[src/rtl/reg_file_sb_pkg.sv]
// Shared types and default sizing for the reg_file_sb register file.
// Optional write-to-read forwarding is enabled in the top by REG_FILE_SB_BYPASS_EN.
package reg_file_sb_pkg;

    localparam int DATA_W_DEF = 24;
    localparam int ADDR_W_DEF = 3;

    typedef enum logic [0:0] {
        IDLE  = 1'b0,
        CLEAR = 1'b1
    } state_t;

    // Index 0 is hardwired when the zero-register option is on.
    function automatic logic is_zero_reg(input logic r0_zero, input logic idx_is_zero);
        return r0_zero & idx_is_zero;
    endfunction

endpackage

[src/rtl/reg_file_sb_scoreboard.sv]
// Pending-bit scoreboard: one bit per register, set by pend_set, cleared by an
// accepted write, flushed wholesale when a clear sweep starts.
import reg_file_sb_pkg::*;

module reg_file_sb_scoreboard #(
    parameter int ADDR_W  = ADDR_W_DEF,
    parameter bit R0_ZERO = 1'b1
) (
    input  logic              clk,
    input  logic              rst_n,
    input  logic              set,
    input  logic [ADDR_W-1:0] set_addr,
    input  logic              clr,
    input  logic [ADDR_W-1:0] clr_addr,
    input  logic              flush,
    input  logic [ADDR_W-1:0] rsel1,
    input  logic [ADDR_W-1:0] rsel2,
    output logic              pend1,
    output logic              pend2
);

    localparam int DEPTH = 2 ** ADDR_W;

    logic [DEPTH-1:0] pend_r;
    logic [DEPTH-1:0] set_mask_s;
    logic [DEPTH-1:0] clr_mask_s;
    logic [DEPTH-1:0] masked_s;
    logic [DEPTH-1:0] pend_next_s;

    // Next-state bits: clear applied first so a same-index set wins.
    always_comb begin
        set_mask_s  = set ? (DEPTH'(1) << set_addr) : {DEPTH{1'b0}};
        clr_mask_s  = clr ? (DEPTH'(1) << clr_addr) : {DEPTH{1'b0}};
        masked_s    = (pend_r & ~clr_mask_s) | set_mask_s;
        pend_next_s = {masked_s[DEPTH-1:1], (R0_ZERO ? 1'b0 : masked_s[0])};
    end

    // Scoreboard state register.
    always_ff @(posedge clk or negedge rst_n) begin
        if (!rst_n) begin
            pend_r <= {DEPTH{1'b0}};
        end else if (flush) begin
            pend_r <= {DEPTH{1'b0}};
        end else begin
            pend_r <= pend_next_s;
        end
    end

    assign pend1 = pend_r[rsel1];
    assign pend2 = pend_r[rsel2];

endmodule

[src/rtl/reg_file_sb.sv]
// Register file with pending-bit scoreboard and a DEPTH-cycle soft-clear sweep.
// Define REG_FILE_SB_BYPASS_EN to forward an accepted write to matching read ports.
import reg_file_sb_pkg::*;

module reg_file_sb #(
    parameter int DATA_W  = DATA_W_DEF,
    parameter int ADDR_W  = ADDR_W_DEF,
    parameter bit R0_ZERO = 1'b1
) (
    input  logic              clk,
    input  logic              rst_n,
    input  logic              we,
    input  logic [ADDR_W-1:0] waddr,
    input  logic [DATA_W-1:0] wdata,
    input  logic [ADDR_W-1:0] rsel1,
    input  logic [ADDR_W-1:0] rsel2,
    output logic [DATA_W-1:0] rdata1,
    output logic [DATA_W-1:0] rdata2,
    input  logic              pend_set,
    input  logic [ADDR_W-1:0] pend_addr,
    output logic              pend1,
    output logic              pend2,
    input  logic              clr_req,
    output logic              clr_busy
);

    localparam int DEPTH = 2 ** ADDR_W;
    localparam logic [ADDR_W-1:0] LAST_IDX = ADDR_W'(DEPTH - 1);

    state_t            state_r;
    logic [ADDR_W-1:0] cnt_r;
    logic              clr_busy_r;
    logic [DATA_W-1:0] regs_r [DEPTH];

    logic              idle_s;
    logic              wr_acc_s;
    logic              flush_s;
    logic              set_s;
    logic              hit1_s;
    logic              hit2_s;
    logic [DATA_W-1:0] base1_s;
    logic [DATA_W-1:0] base2_s;
    logic              sb_pend1_s;
    logic              sb_pend2_s;

    // Write acceptance and scoreboard controls are only live in IDLE.
    always_comb begin
        idle_s   = (state_r == IDLE);
        wr_acc_s = idle_s & we & ~is_zero_reg(R0_ZERO, (waddr == ADDR_W'(0)));
        flush_s  = idle_s & clr_req;
        set_s    = idle_s & pend_set;
    end

    // Register array, sweep counter and FSM share one sequential process.
    always_ff @(posedge clk or negedge rst_n) begin
        if (!rst_n) begin
            state_r    <= IDLE;
            cnt_r      <= {ADDR_W{1'b0}};
            clr_busy_r <= 1'b0;
            for (int i = 0; i < DEPTH; i++) begin
                regs_r[i] <= {DATA_W{1'b0}};
            end
        end else begin
            case (state_r)
                IDLE: begin
                    if (wr_acc_s) begin
                        regs_r[waddr] <= wdata;
                    end
                    if (clr_req) begin
                        state_r    <= CLEAR;
                        cnt_r      <= {ADDR_W{1'b0}};
                        clr_busy_r <= 1'b1;
                    end
                end
                CLEAR: begin
                    regs_r[cnt_r] <= {DATA_W{1'b0}};
                    cnt_r         <= cnt_r + ADDR_W'(1);
                    if (cnt_r == LAST_IDX) begin
                        state_r    <= IDLE;
                        clr_busy_r <= 1'b0;
                    end
                end
                default: begin
                    state_r    <= IDLE;
                    cnt_r      <= {ADDR_W{1'b0}};
                    clr_busy_r <= 1'b0;
                end
            endcase
        end
    end

    reg_file_sb_scoreboard #(
        .ADDR_W  (ADDR_W),
        .R0_ZERO (R0_ZERO)
    ) u_scoreboard (
        .clk      (clk),
        .rst_n    (rst_n),
        .set      (set_s),
        .set_addr (pend_addr),
        .clr      (wr_acc_s),
        .clr_addr (waddr),
        .flush    (flush_s),
        .rsel1    (rsel1),
        .rsel2    (rsel2),
        .pend1    (sb_pend1_s),
        .pend2    (sb_pend2_s)
    );

    // Read ports; wr_acc_s already excludes index 0 and the CLEAR state.
    always_comb begin
        base1_s = is_zero_reg(R0_ZERO, (rsel1 == ADDR_W'(0))) ? {DATA_W{1'b0}} : regs_r[rsel1];
        base2_s = is_zero_reg(R0_ZERO, (rsel2 == ADDR_W'(0))) ? {DATA_W{1'b0}} : regs_r[rsel2];
`ifdef REG_FILE_SB_BYPASS_EN
        hit1_s  = wr_acc_s & (waddr == rsel1);
        hit2_s  = wr_acc_s & (waddr == rsel2);
`else
        hit1_s  = 1'b0;
        hit2_s  = 1'b0;
`endif
        rdata1  = hit1_s ? wdata : base1_s;
        rdata2  = hit2_s ? wdata : base2_s;
        pend1   = hit1_s ? 1'b0 : sb_pend1_s;
        pend2   = hit2_s ? 1'b0 : sb_pend2_s;
    end

    assign clr_busy = clr_busy_r;

endmodule
[config.mk]
export PLATFORM = sky130hd
export DESIGN_NAME = reg_file_sb
export DESIGN_NICKNAME = d
export VERILOG_FILES = /design/src/rtl/reg_file_sb_pkg.sv /design/src/rtl/reg_file_sb_scoreboard.sv /design/src/rtl/reg_file_sb.sv
export SDC_FILE = /design/constraint.sdc
export NUM_CORES = 1
export LEC_CHECK = 0
export ABC_AREA = 1
export BUFFER_PORTS_ARGS = -buffer_cell sky130_fd_sc_hd__buf_2
export CAP_MARGIN = 20
export CORE_MARGIN = 4
export CORE_UTILIZATION = 50
export CTS_CLUSTER_DIAMETER = 100
export CTS_CLUSTER_SIZE = 14
export DETAILED_ROUTE_END_ITERATION = 8
export PLACE_DENSITY = 0.68
export SLEW_MARGIN = 0
export SYNTH_ARGS = -nofsm -noshare
export SYNTH_HDL_FRONTEND = slang
export SYNTH_SLANG_ARGS = --single-unit
export TNS_END_PERCENT = 50
[constraint.sdc]
create_clock -name clk -period 1.67 [get_ports clk]
set_input_delay 0.2505 -clock clk [delete_from_list [all_inputs] [get_ports clk]]
set_output_delay 0.2505 -clock clk [all_outputs]
set_load 0.01 [all_outputs]
==> key figures <==
Status
  • Status: complete, but fails checks
  • Failing checks: negative setup slack

Finish
  • Most frequent cells in the layout: 580 x nand2_1, 210 x nand3_1, 204 x dfrtp_1
  • Post-layout util: 61.1%
  • Nets: 1916
  • Fill cells: 2200
  • Most common cell after layout, fill and taps aside: nand2_1
  • Area growth from synthesis to layout: 20.6%
  • Share of cells above drive strength 1: 27.3%

Clock tree
  • Number of buffers created by CTS: 18
  • Clk sinks: 204
  • Max Buffers Root-to-Sink: 3
  • CTS root buffer: clkbuf_16
  • H-tree depth: 1
  • CTS tree: yes
  • Worst-path clk slew: 0.07 ns
  • Later-pin clock latency in the skew report: 0.49 ns

Setup path
  • Setup crit start kind: flop
  • R2r startpoint: state_r
  • CP Launch Point: regs_r[51]
  • Critical path capture point: rdata2[3]
  • CP Max Fanout: 3
  • Worst EP arrival: 1.48 ns
  • CP required: 1.42 ns
  • Crit path kind: flop to output pin
  • Worst-case reg-to-reg path depth: 5
  • R2r endpoint: regs_r[132]
  • Crit path capture type: output pin
  • R2r setup slk: 0.13 ns

STA
  • Max Fclk: 579 MHz
  • Setup TNS: -0.567 ns
  • # setup viols final: 27
  • Tightest Pin Transition: 0.572 ns
  • Max-slew headroom: 61.9%
  • Period utilization: 103%
  • Final worst setup slack: -0.0584 ns
  • RSZ-0062 raised after global routing: yes
  • WHS: 0.0308 ns
  • Fin crit period: 1.73 ns
  • Max Slew Vio Count: 0
  • Post-Route Skew: 0.0166 ns
  • Fin. Hold Viols: 0

Die
  • Die area: 26200 um^2
  • Die outline width: 162 um
  • I/O pins: 92
  • FP Rows: 56
  • Core area: 23400 um^2
  • Die H: 162 um
  • Initial Util: 50.7%

Global route
  • Gr busiest metal: met2
  • Met2 Use GR: 48.8%
  • Antenna violations before repair: 0
  • Total track usage: 30.2%
  • Vias in the first global route: 11900
  • First-pass GRT wire length: 64000 um
  • Largest net degree at the start of global routing: 61
  • Total grt overflow: 0
  • Met3 global-route usage: 4.01%
  • GRT met1 Usage: 43.0%

Yosys
  • Syn Area/Cell: 6.70 um^2
  • Sequential share of the synthesized area: 43.0%
  • Post-Synthesis Cells: 1770
  • Post-synth cell types: 23
  • Synth warnings: 0
  • Yosys reg bits: 204
  • Syn Nets: 1814
  • Mapped cell area: 11900 um^2

Route
  • Vias per cell: 5.64
  • Final ANT Viol Nets: 0
  • Post-DR wirelength/cell: 18.4 um
  • First DRT Iteration DRCs: 1329
  • WL final: 40400 um
  • Vias: 12400
  • First-pass DRT Iterations: 7
  • Drt drc: 0

Power and ir drop
  • Peak supply drop: 1130 uV
  • Power density cells: 1280 nW/um^2
  • P_leak: 0.00778 uW
  • Total power: 18300 uW

Min path
  • Worst min path class: input pin to flop

Run
  • MaxCap Viol Count: 0

Placed design
  • HPWL Detailed: 24800 um
  • Post-place setup slack: -0.0684 ns
  • PortBufs: 91
  • Placer Congestion: 0.890
==> logic make-up (layout without fill, tap and decap cells) <==
family                   count (synthesis)  in the layout  share of synthesized area (%)
AND/OR/NAND/NOR                       1028           1028                           35.8
buffers and inverters                  354            456                           12.4
flip-flops                             204            204                           43.0
AO/OA/AOI/OAI                          181            181                           8.44
adder cells (fa/ha/maj)                  3              3                          0.317
other                                    0              1                              0
==> final cells by class <==
| cell class | count | area [um^2] | share of cell area [%] |
|---|---|---|---|
| inverters | 245 | 926 | 6.47 |
| clock buffers | 19 | 475 | 3.32 |
| diodes | 1 | 2.50 | 0.0175 |
| multi-input cells | 1212 | 5740 | 40.1 |
| flip-flops and latches | 204 | 5100 | 35.7 |
| clock inverters | 1 | 8.76 | 0.0612 |
| repair buffers | 191 | 1650 | 11.6 |
| well taps | 319 | 399 | 2.79 |
==> per-layer routing <==
layer | part of all wire [%] | vias to the layer above
li1 | - | 5722
met1 | 42 | 5893
met2 | 46 | 652
met3 | 9.0 | 95
met4 | 2.8 | 0
met5 | 0 | -
==> synth_stat cells, drive strengths merged <==
cell	n	share of area, %
o21bai	1	0.063
nand2	628	20
a21oi	8	0.34
nand3	264	11
clkbuf	38	1.2
nor2	135	4.5
nor3	1	0.14
ha	3	0.32
dfrtp	204	43
o21ai	100	4.2
inv	245	7.8
o21a	2	0.13
buf	71	3.4
o22ai	70	3.7
==> per-stage QoR <==
stage | cell area [um^2] | cells
2_1_floorplan | 11900 | 1770
3_3_place_gp | 13200 | 2143
3_5_place_dp | 13200 | 2143
4_1_cts | 13800 | 2176
5_1_grt | 14300 | 2191
6_report | 14300 | 2192
==> where the power goes <==
| group | leakage, uW | internal, uW | switching, uW | total (uW) |
|---|---|---|---|---|
| combinational | 0.00476 | 2640 | 4600 | 7240 |
| sequential | 0.00278 | 6430 | 700 | 7130 |
| clock | 0.000238 | 2020 | 1870 | 3890 |
==> worst min-delay path by stage <==
stage | to | start | cells after the start | slack (ns)
floorplan | clr_busy | rst_n | 0 | -0.05
global placement | regs_r[60] | rst_n | 1 | 0.28
detailed placement | regs_r[108] | rst_n | 1 | 0.28
CTS | regs_r[113] | wdata[17] | 3 | 0.02
global route | regs_r[66] | wdata[18] | 3 | 0.05
finish | regs_r[113] | wdata[17] | 3 | 0.03
==> registers in the layout, summed over array words and instances (netlist names) <==
register             flops
clr_busy                 1
regs_r                 192
u_scoreboard.pend_r      7
cnt_r                    3
state_r                  1
==> worst max-delay path, cell delays in order (launching register included) <==
cell and delay, ns:
dfrtp_1 0.35, inv_2 0.05, nand2_2 0.05, nand3_2 0.07, nand3_2 0.07, nand2_1 0.07
nor2_2 0.16, buf_2 0.16
==> repair_timing <==
| action | CTS | global route |
|---|---|---|
| setup buffers | 12 | 15 |
| hold buffers | 1 | 0 |
| hold endpoints to repair | 50 | 0 |
| setup endpoints to repair | 39 | 50 |
| pin swaps | 43 | 102 |
| gates cloned | 0 | 0 |
| resized for setup | 82 | 204 |
(Power assumes the default switching activity.)
